[config.mk]
export PLATFORM = sky130hd
export DESIGN_NAME = adc_trig_unit
export DESIGN_NICKNAME = d
export VERILOG_FILES = /design/src/rtl/adc_trig_pkg.sv /design/src/rtl/adc_trig_thres_det.sv /design/src/rtl/adc_trig_unit.sv
export SDC_FILE = /design/constraint.sdc
export NUM_CORES = 1
export LEC_CHECK = 0
export ABC_AREA = 1
export BUFFER_PORTS_ARGS = -buffer_cell sky130_fd_sc_hd__buf_4
export CELL_PAD_IN_SITES_DETAIL_PLACEMENT = 2
export CELL_PAD_IN_SITES_GLOBAL_PLACEMENT = 2
export CORE_MARGIN = 2
export CORE_UTILIZATION = 33
export CTS_BUF_LIST = sky130_fd_sc_hd__clkbuf_4
export DETAILED_ROUTE_END_ITERATION = 10
export PLACE_DENSITY_LB_ADDON = 0.08
export SLEW_MARGIN = 20
export SYNTH_ARGS = -nofsm -noshare
export SYNTH_HDL_FRONTEND = slang
export SYNTH_SLANG_ARGS = --single-unit
[constraint.sdc]
create_clock -name clk_i -period 10.3 [get_ports clk_i]
set_input_delay 0.515 -clock clk_i [delete_from_list [all_inputs] [get_ports clk_i]]
set_output_delay 0.515 -clock clk_i [all_outputs]
set_load 0.02 [all_outputs]
[src/rtl/adc_trig_pkg.sv]
// Shared definitions for the ADC trigger unit: source bit positions in the
// hit/enable/source vectors and the channel detector state encoding.
package adc_trig_pkg;

  localparam int c_DATA_W   = 16;

  localparam int c_SRC_EXT  = 0;
  localparam int c_SRC_SW   = 1;
  localparam int c_SRC_TIME = 2;
  localparam int c_SRC_CH1  = 3;
  localparam int c_SRC_CH2  = 4;
  localparam int c_SRC_CH3  = 5;
  localparam int c_SRC_CH4  = 6;

  localparam int c_NB_FIXED_SRC = 3;

  typedef enum logic [1:0] {
    WAIT_FIRST = 2'd0,
    ARMED      = 2'd1,
    DISARMED   = 2'd2
  } det_state_t;

endpackage

[src/rtl/adc_trig_thres_det.sv]
// Threshold crossing detector with hysteresis for one ADC channel.
// The hit output is combinational and is registered by the parent.
module adc_trig_thres_det
  import adc_trig_pkg::*;
#(
  parameter int g_DATA_W = c_DATA_W
) (
  input  logic                       clk,
  input  logic                       srst,
  input  logic                       valid,
  input  logic signed [g_DATA_W-1:0] sample,
  input  logic signed [g_DATA_W-1:0] thres,
  input  logic        [g_DATA_W-1:0] hyst,
  input  logic                       pol,
  output logic                       hit
);

  localparam int c_EXT_W = g_DATA_W + 2;

  det_state_t state_reg, state_next;

  logic signed [c_EXT_W-1:0] sample_ext;
  logic signed [c_EXT_W-1:0] thres_ext;
  logic signed [c_EXT_W-1:0] hyst_ext;
  logic signed [c_EXT_W-1:0] rearm_lvl;
  logic                      on_armed_side;
  logic                      past_rearm;

  // Two guard bits keep thres +/- hyst exact over the full input range.
  always_comb begin
    sample_ext = {{2{sample[g_DATA_W-1]}}, sample};
    thres_ext  = {{2{thres[g_DATA_W-1]}}, thres};
    hyst_ext   = {2'b00, hyst};
    rearm_lvl  = pol ? (thres_ext + hyst_ext) : (thres_ext - hyst_ext);
    on_armed_side = pol ? (sample_ext > thres_ext) : (sample_ext < thres_ext);
    past_rearm    = pol ? (sample_ext > rearm_lvl) : (sample_ext < rearm_lvl);
  end

  always_comb begin
    state_next = state_reg;
    hit        = 1'b0;
    if (valid) begin
      case (state_reg)
        WAIT_FIRST: state_next = on_armed_side ? ARMED : DISARMED;
        ARMED: begin
          if (!on_armed_side) begin
            hit        = 1'b1;
            state_next = DISARMED;
          end
        end
        DISARMED: begin
          if (past_rearm) state_next = ARMED;
        end
        default: state_next = WAIT_FIRST;
      endcase
    end
  end

  always_ff @(posedge clk) begin
    if (srst) state_reg <= WAIT_FIRST;
    else      state_reg <= state_next;
  end

endmodule

[src/rtl/adc_trig_unit.sv]
// Trigger unit: channel threshold, delayed external, software and time
// sources feed a two-stage pipeline producing one qualified trigger pulse.
module adc_trig_unit
  import adc_trig_pkg::*;
#(
  parameter int g_NB_CHAN = 4,
  parameter int g_DATA_W  = c_DATA_W,
  parameter int g_DLY_W   = 32
) (
  input  logic                            clk_i,
  input  logic                            rst_i,
  input  logic [g_NB_CHAN*g_DATA_W-1:0]   adc_data_i,
  input  logic                            adc_valid_i,
  input  logic [g_NB_CHAN*g_DATA_W-1:0]   ch_thres_val_i,
  input  logic [g_NB_CHAN*g_DATA_W-1:0]   ch_thres_hyst_i,
  input  logic [g_NB_CHAN-1:0]            ch_pol_i,
  input  logic [c_NB_FIXED_SRC+g_NB_CHAN-1:0] trig_en_i,
  input  logic                            ext_trig_i,
  input  logic                            ext_pol_i,
  input  logic [g_DLY_W-1:0]              ext_dly_i,
  input  logic                            sw_trig_i,
  input  logic                            time_trig_i,
  input  logic                            arm_i,
  output logic                            trig_o,
  output logic [c_NB_FIXED_SRC+g_NB_CHAN-1:0] trig_src_o,
  output logic [31:0]                     trig_cnt_o
);

  localparam int c_NB_SRC = c_NB_FIXED_SRC + g_NB_CHAN;

  logic [g_NB_CHAN-1:0] ch_hit;
  logic [c_NB_SRC-1:0]  hit_next, hit_reg;
  logic [c_NB_SRC-1:0]  src_hit;
  logic                 trig_fire;
  logic                 trig_reg;
  logic [c_NB_SRC-1:0]  src_reg;
  logic [31:0]          cnt_reg;

  logic                 ext_q_reg;
  logic                 ext_edge;
  logic                 ext_hit;
  logic [g_DLY_W-1:0]   dly_cnt_reg, dly_cnt_next;

  generate
    for (genvar gi = 0; gi < g_NB_CHAN; gi++) begin : g_det
      adc_trig_thres_det #(
        .g_DATA_W (g_DATA_W)
      ) u_det (
        .clk    (clk_i),
        .srst   (rst_i),
        .valid  (adc_valid_i),
        .sample (adc_data_i[gi*g_DATA_W +: g_DATA_W]),
        .thres  (ch_thres_val_i[gi*g_DATA_W +: g_DATA_W]),
        .hyst   (ch_thres_hyst_i[gi*g_DATA_W +: g_DATA_W]),
        .pol    (ch_pol_i[gi]),
        .hit    (ch_hit[gi])
      );
    end
  endgenerate

  // A non-zero count means a delayed external trigger is pending; new edges
  // are ignored until it expires or the unit is disarmed.
  always_comb begin
    ext_edge     = ext_pol_i ? (ext_q_reg & ~ext_trig_i) : (~ext_q_reg & ext_trig_i);
    dly_cnt_next = dly_cnt_reg;
    ext_hit      = 1'b0;
    if (!arm_i) begin
      dly_cnt_next = '0;
    end else if (dly_cnt_reg != '0) begin
      dly_cnt_next = dly_cnt_reg - g_DLY_W'(1);
      ext_hit      = (dly_cnt_reg == g_DLY_W'(1));
    end else if (ext_edge) begin
      if (ext_dly_i == '0) ext_hit = 1'b1;
      else                 dly_cnt_next = ext_dly_i;
    end
  end

  always_comb begin
    hit_next                              = '0;
    hit_next[c_SRC_EXT]                   = ext_hit;
    hit_next[c_SRC_SW]                    = sw_trig_i;
    hit_next[c_SRC_TIME]                  = time_trig_i;
    hit_next[c_NB_SRC-1:c_SRC_CH1]        = ch_hit;
  end

  always_comb begin
    src_hit   = hit_reg & trig_en_i;
    trig_fire = arm_i & (|src_hit);
  end

  always_ff @(posedge clk_i) begin
    if (rst_i) begin
      ext_q_reg   <= ext_trig_i;
      dly_cnt_reg <= '0;
      hit_reg     <= '0;
      trig_reg    <= 1'b0;
      src_reg     <= '0;
      cnt_reg     <= '0;
    end else begin
      ext_q_reg   <= ext_trig_i;
      dly_cnt_reg <= dly_cnt_next;
      hit_reg     <= hit_next;
      trig_reg    <= trig_fire;
      if (trig_fire) begin
        src_reg <= src_hit;
        cnt_reg <= cnt_reg + 32'd1;
      end
    end
  end

  assign trig_o     = trig_reg;
  assign trig_src_o = src_reg;
  assign trig_cnt_o = cnt_reg;

endmodule

# Word level (Yosys, flattened, before mapping)
# Index checks and enable logic that the tools add are counted.
[classes]
add_sub_neg = 10
n_mux = 39
n_eq_ne = 18
magnitude_cmp = 16
bitwise_logic = 12
reduce_logical = 18
[op_table]
columns = ["operator", "count"]
rows = [
  ["two-way mux 32 bit", 3],
  ["adder 16 x 17 -> 18 bit", 4],
  ["greater-than comparator 16 x 18 -> 1 bit", 4],
  ["less-than comparator 16 x 18 -> 1 bit", 4],
  ["two-way mux 18 bit", 4],
  ["subtractor 16 x 17 -> 18 bit", 4],
  ["greater-than comparator 16 bit", 4],
  ["less-than comparator 16 bit", 4],
  ["adder 32 x 1 -> 32 bit, second input constant", 1],
  ["== test 32 x 1 -> 1 bit, second input constant", 1],
  ["zero test 32 bit", 1],
  ["nonzero test 32 bit", 1],
  ["subtractor 32 x 1 -> 32 bit, second input constant", 1],
  ["two-way mux 2 bit", 12],
  ["case mux 2 bit (3 select lines)", 4],
  ["two-way mux 1 bit", 16],
  ["AND reduction 3 bit", 4],
  ["OR reduction 3 bit", 4],
  ["inequality test 2 bit, second input constant", 5],
  ["== test 2 x 1 -> 1 bit, second input constant", 4],
  ["== test 2 bit, second input constant", 4],
  ["zero test 2 bit", 4],
  ["inequality test 2 x 1 -> 1 bit, second input constant", 4],
  ["NOT 1 bit", 8],
  ["other kinds (6)", 8],
]
[word_totals]
output_inout_bits = 40
ff_bits = 88
elab_cells = 128
in_bits = 243

# Depth between registers and ports, before layout
[logic_depth]
ltp_word = 6
depth_mapped = 32
ltp_nobuf = 32

# Modules after synthesis
# A second synthesis with hierarchy kept.
[hier_totals]
hier_cells = 2273
hier_area_um2 = 13872.1
[modules_own_cells]
columns = ["module", "area_each_um2", "cells_per_inst", "n_inst"]
rows = [
  ["adc_trig_thres_det (g_det[0].u_det ...)", 2190.9, 347, 3],
  ["adc_trig_unit", 5088.6, 867, 1],
  ["adc_trig_thres_det (g_det[1].u_det)", 2210.9, 365, 1],
]

# Least setup slack after synthesis
# Ideal clock, no wire load.
[synth_path]
path_kind = "input port to flip-flop"
from = "in ch_thres_hyst_i[16]"
to = "reg g_det[1].u_det.state_reg[0]"
path_buffers = 0
path_stages = 31
path_slack_ps = 6177
arrival_time_ps = 4007
cell_sequence = "inv_1 > ha_1 > nand3_1 > nor3_1 > inv_1 > nor2_1 > nand3_1 > nor2_1 > nand2_1 > o21ai_0 > xnor2_1 > ha_1 > nand2_1 > nor3_1 > nand4_1 > o221ai_1 > xor2_1 > ha_1 > nand2_1 > nor2_1 > nand2_1 > nor2_1 > o21ai_0 > nand3_1 > nand2_1 > nand2_1 > nand2_1 > nand3_1 > nand2_1 > o21ai_0 > nor2_1"
[synth_via]
elab_chain_cells = 6
word_cells_on_any_way = 8
[synth_lines]
columns = ["item", "line_no", "text"]
rows = [
  ["start: declaration", "adc_trig_unit.sv:15", "input logic [g_NB_CHAN*g_DATA_W-1:0] ch_thres_hyst_i,"],
  ["subtractor 16 x 17 -> 18 bit or adder 16 x 17 -> 18 bit (tied branches)", "adc_trig_thres_det.sv:34", "rearm_lvl = pol ? (thres_ext + hyst_ext) : (thres_ext - hyst_ext);"],
  ["two-way mux 18 bit (*)", "adc_trig_thres_det.sv:34", ""],
  ["less-than comparator 16 x 18 -> 1 bit or greater-than comparator 16 x 18 -> 1 bit (tied branches)", "adc_trig_thres_det.sv:36", "past_rearm = pol ? (sample_ext > rearm_lvl) : (sample_ext < rearm_lvl);"],
  ["two-way mux 1 bit (*)", "adc_trig_thres_det.sv:36", ""],
  ["inequality test 2 x 1 -> 1 bit (no line) (*)", "n/a", ""],
  ["AND reduction 3 bit (no line) (*)", "n/a", ""],
  ["end signal: assignment", "adc_trig_thres_det.sv:61", "else state_reg <= state_next;"],
  ["end: declaration", "adc_trig_thres_det.sv:20", "det_state_t state_reg, state_next;"],
]
# Mark *: on every way between the ends. The rest lies on a longest branch, timed or not.
# A chain may end at the register's enable or synchronous reset.

# Final worst setup path
[layout_path]
from = "in ch_thres_hyst_i[53]"
to = "reg g_det[3].u_det.state_reg[0]"
[layout_via]
elab_chain_cells = 6
word_cells_on_any_way = 8
[layout_lines]
columns = ["item", "line_no"]
rows = [
  ["subtractor 16 x 17 -> 18 bit or adder 16 x 17 -> 18 bit (tied branches)", "adc_trig_thres_det.sv:34"],
  ["two-way mux 18 bit (*)", "adc_trig_thres_det.sv:34"],
  ["less-than comparator 16 x 18 -> 1 bit or greater-than comparator 16 x 18 -> 1 bit (tied branches)", "adc_trig_thres_det.sv:36"],
  ["two-way mux 1 bit (*)", "adc_trig_thres_det.sv:36"],
  ["inequality test 2 x 1 -> 1 bit (no line) (*)", "n/a"],
  ["AND reduction 3 bit (no line) (*)", "n/a"],
  ["end signal: assignment", "adc_trig_thres_det.sv:61"],
  ["end: declaration", "adc_trig_thres_det.sv:20"],
]
# Marked as above.

==> metrics.md <==
| Metric | Value |
|---|---|
| Final GP Congestion | `0.866` |
| DPL Wire Length | `approximately 43,000 µm` |
| Max-Cap Viols | `0` |
| Post-synth ARST share | `0` |
| Worst R2R Setup Slack | `7650 ps` |
| Initial Util | `0.337` |
| Grt ovf | `0` |
| Clock skew | `30.3 ps` |
| Final WS setup | `5720 ps` |
| Hold Path Depth | `1` |
| Sequential area share after synthesis | `0.138` |
| Minimum clock period | `4580 ps` |
| Multiplexer area fraction after synthesis | `0.000786` |
| Via count | `14,400` |
| Clock Tree Buf Depth | `2` |
| Worst R2R Path Depth | `9` |
| CTS tree | `yes` |
| Hold EP | `ext_q_reg$_DFF_P_` |
| Die Ht | `200 µm` |
| Drc violations | `0` |
| Final WL | `48,900 µm` |
| Fin nets | `2,713` |
| Fillers | `~4,800` |
| Vias/cell | `5.19` |
| Worst Path Arrival | `roughly 5000 ps` |
| Clk root buf | `clkbuf_4` |
| Worst Tran Pin Value | `1010 ps` |
| Power per cell area | `roughly 140 mW/mm²` |
| Netlist cell types | `55` |
| Adder-Cell Fraction of Synth Area | `0.218` |
| Mean Syn Cell Area | `~6.4 µm²` |
| Syn Std Cell Area | `0.0127 mm²` |
| Synth area leaders | `ha_1, dfxtp_1, nand2_1` |
| Critical path endpoint category | `flop` |
| Hold Startpoint | `ext_trig_i` |
| DP Worst Slack | `5210 ps` |
| Total GRT Usage | `0.241` |
| Global-route wire length before repair | `~80,000 µm` |
| Cts repair resizes | `0` |
| End of the worst register-to-register path | `dly_cnt_reg[1]$_SDFFE_PP0P_` |
| Slew headroom | `0.327` |
| Area delta synth->final | `22.2%` |
| Wire length on met1 | `22,300 µm` |
| Num rows | `71` |
| Crit-path max FO | `5` |
| Dominant cell type by area after synthesis | `ha_1` |
| Kind of critical path | `input pin to flop` |
| Sequential Area | `0.00176 mm²` |
| Drt first pass iters | `4` |
| Metal2 WL | `~24,000 µm` |
| Largest family of logic cells by synthesized area | `simple AND/OR/NAND/NOR gates` |
| Share of Yosys cell area claimed by the top area cell type | `0.212` |
| # Post-CTS Setup Buffers | `0` |
| Syn Nets | `2,442` |
| Slew Viols, Final | `0` |
| DRT iter0 DRCs | `350` |
| Final period util | `0.445` |
| Worst Path Required | `10,720 ps` |
| Largest net degree at the start of global routing | `33` |
| Hold-fix buffers, CTS | `0` |
| Share of cells above drive strength 1 | `0.154` |
| Drt wl/cell | `17.7 µm` |
| Vias in the first global route | `15,900` |
| I/O pin total | `283` |
| Area of the multi-input gates | `0.00986 mm²` |
| Synth Area in Compound Gates | `0.156` |
| Yosys reg bits | `between 80 and 90` |
| Peak supply drop | `0.0806 mV` |
| Die X | `200 µm` |
| Worst-path clk slew | `around 140 ps` |
| Outcome | `completed` |
| CP Launch Type | `input pin` |
| Met3 Routed Length | `1490 µm` |
| Total leakage power | `7.90 nW` |
| Worst skew pair latency | `480 ps` |
| XOR/XNOR Fraction of Synth Area | `0.0996` |
| Core ar. | `around 0.038 mm²` |
| H-tree Lvls | `3` |
| Hold/Removal Path Class | `input pin to flop` |
| Setup tns final | `0 ps` |
| YS warnings | `0` |
| Reg-to-Reg Start | `dly_cnt_reg[18]$_SDFFE_PP0P_` |
| Die area | `0.0402 mm²` |
| Synth Instances | `1,979` |
| PortBufs | `282` |
| Final hold viol count | `0` |
| Post-Synth Simple-Gate Area | `0.299` |
| Routed Antenna Nets | `0` |
| Initial antenna violation count | `2` |
| Count of final setup violators | `0` |
| Num Clock Sinks | `88` |
| CTS buffer count | `9` |
| Primary FF master, synth | `dfxtp_1` |
| Fmax | `between 0.2 and 0.25 GHz` |
| Top layer in use | `met5` |
| Util after Layout | `0.411` |
| Post-synth EDFFs | `0` |
| RSZ-0062 raised after global routing | `no` |
==> cell usage after synthesis, types with 2 or more instances <==
library cell  number
nor3_4             2
nor3b_1            2
inv_1            265
inv_2              4
nor4_1            13
ha_1             216
or2_2              4
nand4_1           34
xnor2_1           51
nor2_4             4
o21ai_2            7
and3_1             3
dfxtp_1           88
nor2_1           194
nor3_2             3
a31oi_1           16
or2_1              2
o21bai_1           7
nand2_2            9
a21o_1             8
nand2_1          430
clkbuf_1          21
nand3b_1           2
o21ai_0           88
o21a_1             8
a211oi_1           4
xor2_1            92
o211ai_1           3
o21ai_1            7
o221ai_1           4
or3_1              2
o2111ai_1          2
a21oi_1          181
nand3_1          100
nor2_2            12
fa_1               4
o31ai_1           13
nor3_1            54
a21boi_1           4
==> final cells by class <==
| cell class | instances | share of cell area |
|---|---|---|
| antenna | 1 | 0.000161 |
| clock buffer | 9 | 0.00434 |
| clock inverter | 7 | 0.00555 |
| inverter | 271 | 0.0657 |
| multi-input combinational | 1597 | 0.633 |
| sequential | 88 | 0.113 |
| tap | 511 | 0.0411 |
| timing repair buffer | 283 | 0.137 |
==> worst max path at each step <==
stage / startpoint / end / slack, ps / depth (start not counted)
finish: ch_thres_hyst_i[53] / g_det[3].u_det.state_reg[0]$_SDFFE_PP0P_ / 5720 / 28
global route: ch_thres_hyst_i[16] / g_det[1].u_det.state_reg[1]$_SDFFE_PP0P_ / 5030 / 32
CTS: ch_thres_hyst_i[53] / g_det[3].u_det.state_reg[0]$_SDFFE_PP0P_ / 5740 / 28
detailed placement: ch_thres_hyst_i[53] / g_det[3].u_det.state_reg[0]$_SDFFE_PP0P_ / 5210 / 28
global placement: ch_thres_hyst_i[53] / g_det[3].u_det.state_reg[0]$_SDFFE_PP0P_ / 5490 / 28
floorplan: ch_thres_hyst_i[16] / g_det[1].u_det.state_reg[0]$_SDFFE_PP0P_ / 6180 / 31
==> layout by cell type, fill, tap and decap left out, drive strengths merged, types with 16 or more instances in the layout <==
cell type  Yosys  final
nand3        102    102
xor2          92     92
nor3          59     59
nor2         210    210
xnor2         52     52
o21ai        102    102
a21oi        181    181
dfxtp         88     88
inv          269    269
nand2        440    440
nand4         34     34
buf            2    283
a31oi         16     16
ha           216    216
==> critical path: stages <==
cell	delay, ps
buf_4	120
nor2_1	130
inv_1	70
nor3_1	250
nand3_1	170
o31ai_1	380
a31oi_1	160
xor2_1	190
ha_1	400
nand2_1	110
nor3_1	270
nand4_1	120
o221ai_1	260
xor2_1	190
ha_1	300
nand2_1	80
inv_1	50
o21ai_0	90
nand2_1	80
nor2_1	250
nand2_1	120
nand2_1	70
nand3_1	60
nand3_1	150
nand3_1	140
nand2_1	90
nand2_1	50
nor2_1	110
==> metrics by stage <==
step | hold slack (ps) | area (µm²) | total power [mW] | instances
6_report | 163 | 15600 | 2.23 | 2767
5_1_grt | 131 | 15600 | 2.47 | 2767
4_1_cts | 123 | 15600 | 2.25 | 2766
3_5_place_dp | 483 | 15400 | 2.01 | 2750
3_3_place_gp | 465 | 15400 | 1.92 | 2750
2_1_floorplan | 436 | 12700 | 1.54 | 1979
==> power breakdown <==
group,switching [mW],internal (mW),leakage (nW)
clock,0.129,0.0965,0.0848
combinational,0.978,0.588,7.10
sequential,0.0504,0.387,0.716
total,1.16,1.07,7.90
==> cell families after synthesis <==
| kind of cell | count (synthesis) |
|---|---|
| AO/OA/AOI/OAI | 357 |
| XOR/XNOR | 144 |
| AND/OR/NAND/NOR | 875 |
| buffers and inverters | 294 |
| multiplexers | 1 |
| adder cells (fa/ha/maj) | 220 |
| flip-flops | 88 |
==> routing by layer <==
layer	track usage	vias up
met5	0	-
met4	0.0590	2
met3	0.0237	52
met2	0.435	211
met1	0.307	6965
li1	-	7137
Note: power is estimated with default switching activity, not from simulation.
